--- config.mk ---
export PLATFORM = sky130hd
export DESIGN_NAME = seg_scan_display_flat
export DESIGN_NICKNAME = d
export VERILOG_FILES = /design/src/rtl/seg_pkg.sv /design/src/rtl/seg_scan_display_if.sv /design/src/rtl/seg_hex_decode.sv /design/src/rtl/seg_scan_display.sv /design/src/flat_wrapper.sv
export SDC_FILE = /design/constraint.sdc
export NUM_CORES = 1
export LEC_CHECK = 0
export CAP_MARGIN = 5
export CORE_ASPECT_RATIO = 0.8
export CORE_MARGIN = 2
export CORE_UTILIZATION = 52
export CTS_CLUSTER_SIZE = 16
export DETAILED_ROUTE_END_ITERATION = 6
export PLACE_DENSITY = 0.83
export SYNTH_ARGS = -nofsm -noshare
export SYNTH_HDL_FRONTEND = slang
export SYNTH_SLANG_ARGS = --single-unit
--- constraint.sdc ---
create_clock -name clk -period 2.4 [get_ports clk]
set_input_delay 0.6 -clock clk [delete_from_list [all_inputs] [get_ports clk]]
set_output_delay 0.6 -clock clk [all_outputs]
set_load 0.02 [all_outputs]
--- src/rtl/seg_pkg.sv ---
// Shared constants and helpers for the seven-segment scan driver:
// hex font, the all-off pattern, page clamping and counter sizing.
package seg_pkg;

    // All segments dark, in active-low {g,f,e,d,c,b,a} form.
    localparam logic [6:0] SEG_OFF = 7'h7F;

    // Hex font 0..F, active-low {g,f,e,d,c,b,a}.
    localparam logic [6:0] SEG_FONT [16] = '{
        7'h40, 7'h79, 7'h24, 7'h30,
        7'h19, 7'h12, 7'h02, 7'h78,
        7'h00, 7'h10, 7'h08, 7'h03,
        7'h46, 7'h21, 7'h06, 7'h0E
    };

    // Out-of-range manual selections show the last page instead of garbage.
    function automatic int unsigned clamp_page(input int unsigned sel,
                                               input int unsigned pages);
        return (sel >= pages) ? (pages - 1) : sel;
    endfunction

    // Counter width for a bound; never narrower than one bit.
    function automatic int unsigned min_width(input int unsigned bound);
        return (bound > 1) ? $clog2(bound) : 1;
    endfunction

endpackage

--- src/rtl/seg_scan_display_if.sv ---
// Bus between the debug-word source and the scan driver: display data and
// controls towards the driver, strobes/segments and status back out.
interface seg_scan_display_if
    import seg_pkg::*;
#(
    parameter int DIGITS = 4,
    parameter int PAGES  = 2
);
    localparam int PW = min_width(PAGES);

    logic [4*DIGITS*PAGES-1:0] data;
    logic [PW-1:0]             page_sel;
    logic                      auto_page;
    logic                      lz_blank;
    logic [DIGITS-1:0]         dp_in;
    logic                      enable;

    logic [DIGITS-1:0]         bit_sel;
    logic [6:0]                seg_sel;
    logic                      dp_out;
    logic [PW-1:0]             page_cur;
    logic                      frame_tick;

    // Source side: drives data and controls, watches the display outputs.
    modport master (
        output data, page_sel, auto_page, lz_blank, dp_in, enable,
        input  bit_sel, seg_sel, dp_out, page_cur, frame_tick
    );

    // Driver side.
    modport slave (
        input  data, page_sel, auto_page, lz_blank, dp_in, enable,
        output bit_sel, seg_sel, dp_out, page_cur, frame_tick
    );

endinterface

--- src/rtl/seg_hex_decode.sv ---
// Combinational nibble-to-segment decoder. Output is always active-low;
// the caller handles polarity at its output registers.
module seg_hex_decode
    import seg_pkg::*;
(
    input  logic [3:0] i_nibble,
    input  logic       i_blank,
    output logic [6:0] o_seg
);

    // Blanked digits go fully dark, otherwise look up the hex glyph.
    always_comb begin
        o_seg = SEG_FONT[i_nibble];
        if (i_blank) begin
            o_seg = SEG_OFF;
        end
    end

endmodule

--- src/rtl/seg_scan_display.sv ---
// Multiplexed seven-segment scan driver. A prescaler paces the digit scan;
// each frame start snapshots one page of the debug word so the whole frame
// is drawn from coherent data. Pages are chosen manually or cycled after a
// dwell count, with leading-zero blanking, decimal points, a live blank
// enable and selectable output polarity.
module seg_scan_display
    import seg_pkg::*;
#(
    parameter int DIGITS     = 4,
    parameter int PAGES      = 2,
    parameter int SCAN_DIV   = 100000,
    parameter int AUTO_DWELL = 500,
    parameter int ACTIVE_LOW = 1
)
(
    input  logic              clk,
    input  logic              rst_n,
    seg_scan_display_if.slave bus
);

    localparam int PW = min_width(PAGES);
    localparam int DW = min_width(DIGITS);
    localparam int CW = min_width(SCAN_DIV);
    localparam int FW = min_width(AUTO_DWELL);

    // Internal patterns are active-low; this flips them once at the outputs.
    localparam logic INVERT = (ACTIVE_LOW == 0);

    logic [CW-1:0]         r_pc;
    logic [DW-1:0]         r_di;
    logic [FW-1:0]         r_fc;
    logic [PW-1:0]         r_page_cur;
    logic                  r_frame_evt;
    logic                  r_valid;
    logic [4*DIGITS-1:0]   r_shadow;
    logic [DIGITS-1:0]     r_dp_shadow;
    logic                  r_lz_shadow;
    logic [DIGITS-1:0]     r_bit_sel;
    logic [6:0]            r_seg_sel;
    logic                  r_dp_out;
    logic                  r_frame_tick;

    logic                  w_tick;
    logic                  w_frame_start;
    logic [PW-1:0]         w_page_next;
    logic [FW-1:0]         w_fc_next;
    logic [4*DIGITS-1:0]   w_snap;
    logic [DIGITS-1:0]     w_zero;
    logic [DIGITS-1:0]     w_blank_mask;
    logic [3:0]            w_cur_nib;
    logic [6:0]            w_dec_seg;
    logic [DIGITS-1:0]     w_strobe_low;
    logic [DIGITS-1:0]     w_bit_low;
    logic [6:0]            w_seg_low;
    logic                  w_dp_low;

    assign w_tick        = (r_pc == CW'(SCAN_DIV - 1));
    assign w_frame_start = w_tick && (r_di == DW'(DIGITS - 1));

    // Prescaler and digit index; also marks the frame-start edge and whether
    // a real frame has been captured since reset.
    always_ff @(posedge clk) begin
        if (!rst_n) begin
            r_pc        <= '0;
            r_di        <= DW'(DIGITS - 1);
            r_frame_evt <= 1'b0;
            r_valid     <= 1'b0;
        end else begin
            r_pc        <= w_tick ? '0 : r_pc + CW'(1);
            if (w_tick) begin
                r_di <= (r_di == DW'(DIGITS - 1)) ? '0 : r_di + DW'(1);
            end
            r_frame_evt <= w_frame_start;
            if (w_frame_start) begin
                r_valid <= 1'b1;
            end
        end
    end

    // Page chosen for the coming frame: dwell-based rotation in auto mode,
    // clamped manual selection otherwise.
    always_comb begin
        w_page_next = r_page_cur;
        w_fc_next   = r_fc;
        if (bus.auto_page) begin
            if (r_fc == FW'(AUTO_DWELL - 1)) begin
                w_fc_next   = '0;
                w_page_next = (r_page_cur == PW'(PAGES - 1)) ? '0
                                                             : r_page_cur + PW'(1);
            end else begin
                w_fc_next = r_fc + FW'(1);
            end
        end else begin
            w_fc_next   = '0;
            w_page_next = PW'(clamp_page(32'(bus.page_sel), PAGES));
        end
    end

    // Page register moves only at frame starts; the dwell counter is parked
    // at zero whenever auto mode is off so rotation restarts cleanly.
    always_ff @(posedge clk) begin
        if (!rst_n) begin
            r_page_cur <= '0;
            r_fc       <= '0;
        end else begin
            if (w_frame_start) begin
                r_page_cur <= w_page_next;
            end
            if (!bus.auto_page) begin
                r_fc <= '0;
            end else if (w_frame_start) begin
                r_fc <= w_fc_next;
            end
        end
    end

    // Per-digit slice of the incoming page and its zero flag.
    for (genvar gi = 0; gi < DIGITS; gi++) begin : g_digit
        assign w_snap[4*gi +: 4] = bus.data[4*(int'(w_page_next)*DIGITS + gi) +: 4];
        assign w_zero[gi]        = (r_shadow[4*gi +: 4] == 4'h0);
    end

    // Frame-coherent snapshot; contents only matter once r_valid is set.
    always_ff @(posedge clk) begin
        if (w_frame_start) begin
            r_shadow    <= w_snap;
            r_dp_shadow <= bus.dp_in;
            r_lz_shadow <= bus.lz_blank;
        end
    end

    // A digit is blanked when it and every digit to its left are zero;
    // digit 0 always shows so a zero value still reads as "0".
    always_comb begin
        logic v_run;
        v_run        = 1'b1;
        w_blank_mask = '0;
        for (int d = DIGITS - 1; d > 0; d--) begin
            v_run           = v_run & w_zero[d];
            w_blank_mask[d] = r_lz_shadow & v_run;
        end
    end

    assign w_cur_nib    = r_shadow[4*int'(r_di) +: 4];
    assign w_strobe_low = ~(DIGITS'(1) << r_di);

    seg_hex_decode u_decode (
        .i_nibble (w_cur_nib),
        .i_blank  (w_blank_mask[r_di]),
        .o_seg    (w_dec_seg)
    );

    // Active-low view of the outputs; dark when disabled or before the
    // first captured frame.
    always_comb begin
        w_bit_low = '1;
        w_seg_low = SEG_OFF;
        w_dp_low  = 1'b1;
        if (bus.enable && r_valid) begin
            w_bit_low = w_strobe_low;
            w_seg_low = w_dec_seg;
            w_dp_low  = ~r_dp_shadow[r_di];
        end
    end

    // Output registers with polarity applied; frame_tick trails the
    // frame-start edge so it lines up with the first digit's strobe.
    always_ff @(posedge clk) begin
        if (!rst_n) begin
            r_bit_sel    <= {DIGITS{1'b1}} ^ {DIGITS{INVERT}};
            r_seg_sel    <= SEG_OFF ^ {7{INVERT}};
            r_dp_out     <= 1'b1 ^ INVERT;
            r_frame_tick <= 1'b0;
        end else begin
            r_bit_sel    <= w_bit_low ^ {DIGITS{INVERT}};
            r_seg_sel    <= w_seg_low ^ {7{INVERT}};
            r_dp_out     <= w_dp_low ^ INVERT;
            r_frame_tick <= r_frame_evt;
        end
    end

    assign bus.bit_sel    = r_bit_sel;
    assign bus.seg_sel    = r_seg_sel;
    assign bus.dp_out     = r_dp_out;
    assign bus.page_cur   = r_page_cur;
    assign bus.frame_tick = r_frame_tick;

endmodule

--- src/flat_wrapper.sv ---
// flat-port wrapper written by rule: the top's interface ports become plain ports
module seg_scan_display_flat import seg_pkg::*;
#(
    parameter int DIGITS     = 4,
    parameter int PAGES      = 2,
    parameter int SCAN_DIV   = 100000,
    parameter int AUTO_DWELL = 500,
    parameter int ACTIVE_LOW = 1
)
  (clk, rst_n, bus_data, bus_page_sel, bus_auto_page, bus_lz_blank, bus_dp_in, bus_enable, bus_bit_sel, bus_seg_sel, bus_dp_out, bus_page_cur, bus_frame_tick);
  seg_scan_display_if #(.DIGITS(DIGITS), .PAGES(PAGES)) bus_i ();
  input  logic clk;
  input  logic rst_n;
  input wire logic [$bits(bus_i.data)-1:0] bus_data;
  input wire logic [$bits(bus_i.page_sel)-1:0] bus_page_sel;
  input wire logic [$bits(bus_i.auto_page)-1:0] bus_auto_page;
  input wire logic [$bits(bus_i.lz_blank)-1:0] bus_lz_blank;
  input wire logic [$bits(bus_i.dp_in)-1:0] bus_dp_in;
  input wire logic [$bits(bus_i.enable)-1:0] bus_enable;
  output wire logic [$bits(bus_i.bit_sel)-1:0] bus_bit_sel;
  output wire logic [$bits(bus_i.seg_sel)-1:0] bus_seg_sel;
  output wire logic [$bits(bus_i.dp_out)-1:0] bus_dp_out;
  output wire logic [$bits(bus_i.page_cur)-1:0] bus_page_cur;
  output wire logic [$bits(bus_i.frame_tick)-1:0] bus_frame_tick;
  assign bus_i.data = bus_data;
  assign bus_i.page_sel = bus_page_sel;
  assign bus_i.auto_page = bus_auto_page;
  assign bus_i.lz_blank = bus_lz_blank;
  assign bus_i.dp_in = bus_dp_in;
  assign bus_i.enable = bus_enable;
  assign bus_bit_sel = bus_i.bit_sel;
  assign bus_seg_sel = bus_i.seg_sel;
  assign bus_dp_out = bus_i.dp_out;
  assign bus_page_cur = bus_i.page_cur;
  assign bus_frame_tick = bus_i.frame_tick;
  seg_scan_display #(.DIGITS(DIGITS), .PAGES(PAGES), .SCAN_DIV(SCAN_DIV), .AUTO_DWELL(AUTO_DWELL), .ACTIVE_LOW(ACTIVE_LOW)) u_core (.clk(clk), .rst_n(rst_n), .bus(bus_i));
endmodule
# --- Yosys cells after proc, flatten, opt, wreduce, memory -nomap -nowiden ---
# Memory sizes are Yosys's and may differ from the RTL's. A register that Yosys moved wholly into a read port is not among the register bits.
# Cells that the tools add are included.
word_totals:
  register_bits: 58
  romBits: 112
  input_bits: 42
  output_inout_bits: 14
  n_memories: 1
classes:
  n_addsub: 7
  magnitude_cmp: 1
  eq_ne: 3
  shift: 6
  muxes: 9
  n_bitwise: 10
  n_reduce_logical: 9
memory_table:
  columns: ["name", "words", "word_bits", "rd", "rd_clocked_by_memory_dff", "wr", "line", "rtl"]
  rows:
  - ["(name not given)", 16, 7, 1, 1, 0, "seg_hex_decode.sv:13", "o_seg = SEG_FONT[i_nibble];"]
op_table:
  columns: ["cell", "count"]
  rows:
  - ["32-bit by 32-bit indexed part select with 4-bit output", 3]
  - ["32-bit by 6-bit indexed part select with 4-bit output", 1]
  - ["17-bit by 1-bit adder with 17-bit output (second input constant)", 1]
  - ["17-bit equality test (second input constant)", 1]
  - ["16-bit by 5-bit indexed part select with 4-bit output", 1]
  - ["4-bit zero test", 3]
  - ["9-bit by 1-bit adder with 9-bit output (second input constant)", 1]
  - ["9-bit equality test (second input constant)", 1]
  - ["9-bit two-way mux", 1]
  - ["3-bit by 2-bit adder with 4-bit output (second input constant)", 2]
  - ["1-bit AND", 5]
  - ["1-bit two-way mux", 5]
  - ["4-bit inverter with 5-bit output", 1]
  - ["3-bit by 1-bit adder with 4-bit output (second input constant)", 1]
  - ["1-bit binary-select mux with 2-bit select", 2]
  - ["4-bit inverter", 1]
  - ["2-bit AND reduction", 2]
  - ["1-bit by 2-bit left shift with 4-bit output (first input constant)", 1]
  - ["2-bit by 3-bit less-than comparator with 1-bit output (second input constant)", 1]
  - ["1-bit inverter", 3]
  - ["3-bit OR reduction", 1]
  - ["2-bit by 1-bit adder with 2-bit output (second input constant)", 1]
  - ["2-bit equality test (second input constant)", 1]
  - ["1-bit logical AND", 2]
  - ["3 further kinds", 3]

# --- Longest topological paths before layout ---
depth:
  word_depth: 7
  mapped_depth: 8

# --- Hierarchy ---
# Synthesis repeated with hierarchy kept, for this count alone.
hier_totals:
  hier_cells: 298
  area_unflattened_um2: 3294.4
by_module_without_submodules:
  columns: ["module", "n_inst", "cells_each", "area_each_um2", "seq_area_each_um2"]
  rows:
  - ["seg_scan_display", 1, 263, 2999.1, 1511.4]
  - ["seg_hex_decode", 1, 35, 295.3, 0.0]

# --- Least setup slack after synthesis ---
# Ideal clock, no wire load.
synth_path:
  path_type: "register -> register"
  startpoint: "reg u_core.r_di[0]"
  endpoint: "reg u_core.r_seg_sel[3], in the netlist u_core.bus.seg_sel[3]"
  setup_time_ns: 0.127
  arrival_ns: 2.012
  t_required_ns: 2.273
  path_slack_ns: 0.260
  stages_incl_launch_ff: 8
  path_cell_list: "dfxtp_1 -> buf_2 -> mux4_2 -> inv_1 -> ha_1 -> inv_1 -> mux4_2 -> nand2b_1"
synth_between:
  elab_chain_cells: 3
  elab_cells_between_ends: 5
synth_rtl:
  columns: ["item", "line", "rtl"]
  rows:
  - ["from (decl)", "seg_scan_display.sv:30", "logic [DW-1:0] r_di;"]
  - ["from (signal assigned)", "seg_scan_display.sv:65", "r_di <= DW'(DIGITS - 1);"]
  - ["from (signal assigned)", "seg_scan_display.sv:71", "r_di <= (r_di == DW'(DIGITS - 1)) ? '0 : r_di + DW'(1);"]
  - ["parallel branches: the longest is 3 deep, another holds 16-bit by 5-bit indexed part select with 4-bit output", null, null]
  - ["to (decl)", "seg_scan_display.sv:39", "logic [6:0] r_seg_sel;"]
# Several ways; the timed one is not identified. The select of a mux whose other input is x is not followed.
# A chain may end at the register's enable or synchronous reset.

# --- Worst setup path in the final report ---
# Ends and elaborated chain as after synthesis.

==> metrics <==
crit path DAT=2.38 ns; Max Cap Viol=0; fmax=462 MHz; Iteration-0 DRC Markers=172; cells after synthesis=270; post-synth top area cell=dfxtp_1; largest net degree at the start of global routing=22; number of global-route vias before repair=2,215; area of the die=6340 sq um; Final Max Tran Viols=0; port buffer count=55; clock latency on the worst-skew pair=0.34 ns; DR vias/cell=5.43; antenna viol nets, final=0; number of gates resized after cts=0; Die Wd=88.5 microns; post-CTS setup buffers=0; TritonCTS clock tree=yes; Starting Density=54.1%; Worst EP required=2.62 ns; Synth cell types=41; Leak Pwr=1.43 nW; Die Ht=71.6 microns; fin crit period=2.16 ns; number of synthesized register bits=65; critical path class=register to register; Worst Skew=0.00771 ns; Wirelength per Cell=15.0 microns; slew at the pin closest to its max-slew limit=0.540 ns; DR pass1 iterations=4; ANT cells=0; syn nets=324; Synth area leaders=dfxtp_1 30%, edfxtp_1 21%, ha_1 5.1%, mux4_2 4.5%, mux2_1 3.8%; htree depth=3; yosys warns=0; Power Density=553 nW/um^2; Startpoint Class=register; Root Buffer=clkbuf_8; IO Count=56; clock buffer count from CTS=9; total global routing overflow=0; register area share after synthesis=50.9%; Final Hold Vio Count=0; post-synth top area share=29.7%; gpl congestion=0.817; via count=2,276; Sum Neg Setup Slack=0 ns; crit path max fanout=5; VDD IR-drop max=0.400 mV; Final nets=390; Post-Syn Area=2970 sq um; Core Area=5500 sq um; gr usage total=21.9%; setup ws final=0.236 ns; Post-Syn Area per Cell=11.0 sq um; Placement Rows=24; final wirelength=6270 microns; dpl ws=0.0917 ns; synth-to-layout area growth=29.2%; Worst Setup End Kind=register; status=complete, no violations; unrepaired setup endpoints after global routing=false; Worst slew margin=63.7%; layout cells sized above 1=12.9%; initial antenna violation count=0; Final period util=90.2%; CTS clk-pin slew, worst paths=0.07 ns; Sink Count=65; DRC violations left=0; post-detail-place hpwl=4610 microns; Setup Viol. Count Final=0; worst min path class=register to register; hold_buf cts=0; first-pass GRT wire length=10,300 microns; Longest Clk Path Bufs=2
[per-layer routing]
metal  track usage, %  routed length [microns]  up-vias
met5                0                        0        -
met4             8.25                      108        0
met3             8.41                      455       13
li1                 -                        -     1098
met1             27.8                     2720     1075
met2             33.9                     2990       90
[logic make-up after synthesis]
kind of cell / Yosys count / share of synthesized area [%]
AND/OR/NAND/NOR: 107 / 18.5
flip-flops: 65 / 50.9
AO/OA/AOI/OAI: 25 / 5.65
multiplexers: 25 / 11.6
XOR/XNOR: 20 / 5.90
buffers and inverters: 16 / 2.40
adder cells (fa/ha/maj): 12 / 5.05
[synth_stat cells (all sizes together)]
master and count:
a21o 1, a21oi 8, a31o 2, and2 3, and3 9, and4 1, buf 4, clkbuf 5
dfxtp 44, edfxtp 21, ha 12, inv 7, mux2 16, mux2i 3, mux4 6, nand2 23
nand2b 2, nand3 11, nand3b 1, nand4 6, nand4b 1, nor2 29, nor2b 1, nor3 9
nor4 5, nor4bb 2, o211ai 4, o21a 1, o21ai 6, o221ai 2, o22ai 1, or2 2
or3 2, xnor2 11, xor2 9
[worst max-delay path, cell delays in order (launching register included)]
cell	delay (ns)
dfxtp_1	0.43
mux4_2	0.62
inv_1	0.18
ha_1	0.19
inv_1	0.04
mux4_2	0.43
nand2b_1	0.14
[cell type report]
cell class	instances	area, sq um
clock buffer	11	151
clock inverter	5	27.5
fill	412	1660
inverter	7	26.3
multi-input combinational	189	1390
sequential	65	1510
tap	78	97.6
timing repair buffer	64	631
[cell usage in the layout, fill, tap and decap left out, types with 2 or more instances in the layout]
master / count
a21oi_1: 7
a31o_2: 2
and2_1: 3
and3_1: 9
buf_4: 8
clkbuf_8: 11
clkdlybuf4s50_1: 55
clkinv_2: 3
dfxtp_1: 44
edfxtp_1: 21
ha_1: 12
inv_1: 7
inv_4: 2
mux2_1: 10
mux2_2: 6
mux2i_1: 3
mux4_2: 6
nand2_1: 23
nand2b_1: 2
nand3_1: 11
nand4_1: 5
nor2_1: 29
nor3_1: 8
nor4_1: 4
nor4bb_1: 2
o211ai_1: 4
o21ai_0: 6
o221ai_1: 2
or3_1: 2
xnor2_1: 11
xor2_1: 9
[path summary, 6_finish.rpt]
path / from / endpoint / slack [ns] / cells after the start
setup reg to reg: u_core.r_di[0] / u_core.bus.seg_sel[3] / 0.24 / 6
hold / removal: u_core.r_frame_evt / u_core.bus.frame_tick / 0.45 / 1
hold reg to reg: u_core.r_frame_evt / u_core.bus.frame_tick / 0.45 / 1
setup / recovery: u_core.r_di[0] / u_core.bus.seg_sel[3] / 0.24 / 6
[power by group]
group	internal, W	switching (W)	total, W	leakage [nW]
logic	0.0000881	0.0000389	0.000127	0.788
clock network	0.000427	0.000423	0.000849	0.0997
registers	0.00114	0.00000429	0.00114	0.544
total	0.00165	0.000466	0.00212	1.43
[state kept, by name, indices dropped and copies added (netlist names), 2 cells and up]
register and flops:
u_core.r_pc 17, u_core.r_shadow 16, u_core.r_fc 9, u_core.bus.seg_sel 7, u_core.bus.bit_sel 4, u_core.r_dp_shadow 4, u_core.r_di 2
[metrics by stage]
step	std cells	hold WS, ns	total power (W)	util, %	area, sq um
after floorplan	270	0.412	0.00121	-	2970
after global placement	403	0.424	0.00129	66.6	3660
after detailed placement	403	0.429	0.00130	66.6	3660
after CTS	419	0.453	0.00214	69.8	3840
after global routing	419	0.461	0.00220	69.8	3840
final	419	0.450	0.00212	69.8	3840
Note: power is estimated with default switching activity, not from simulation.
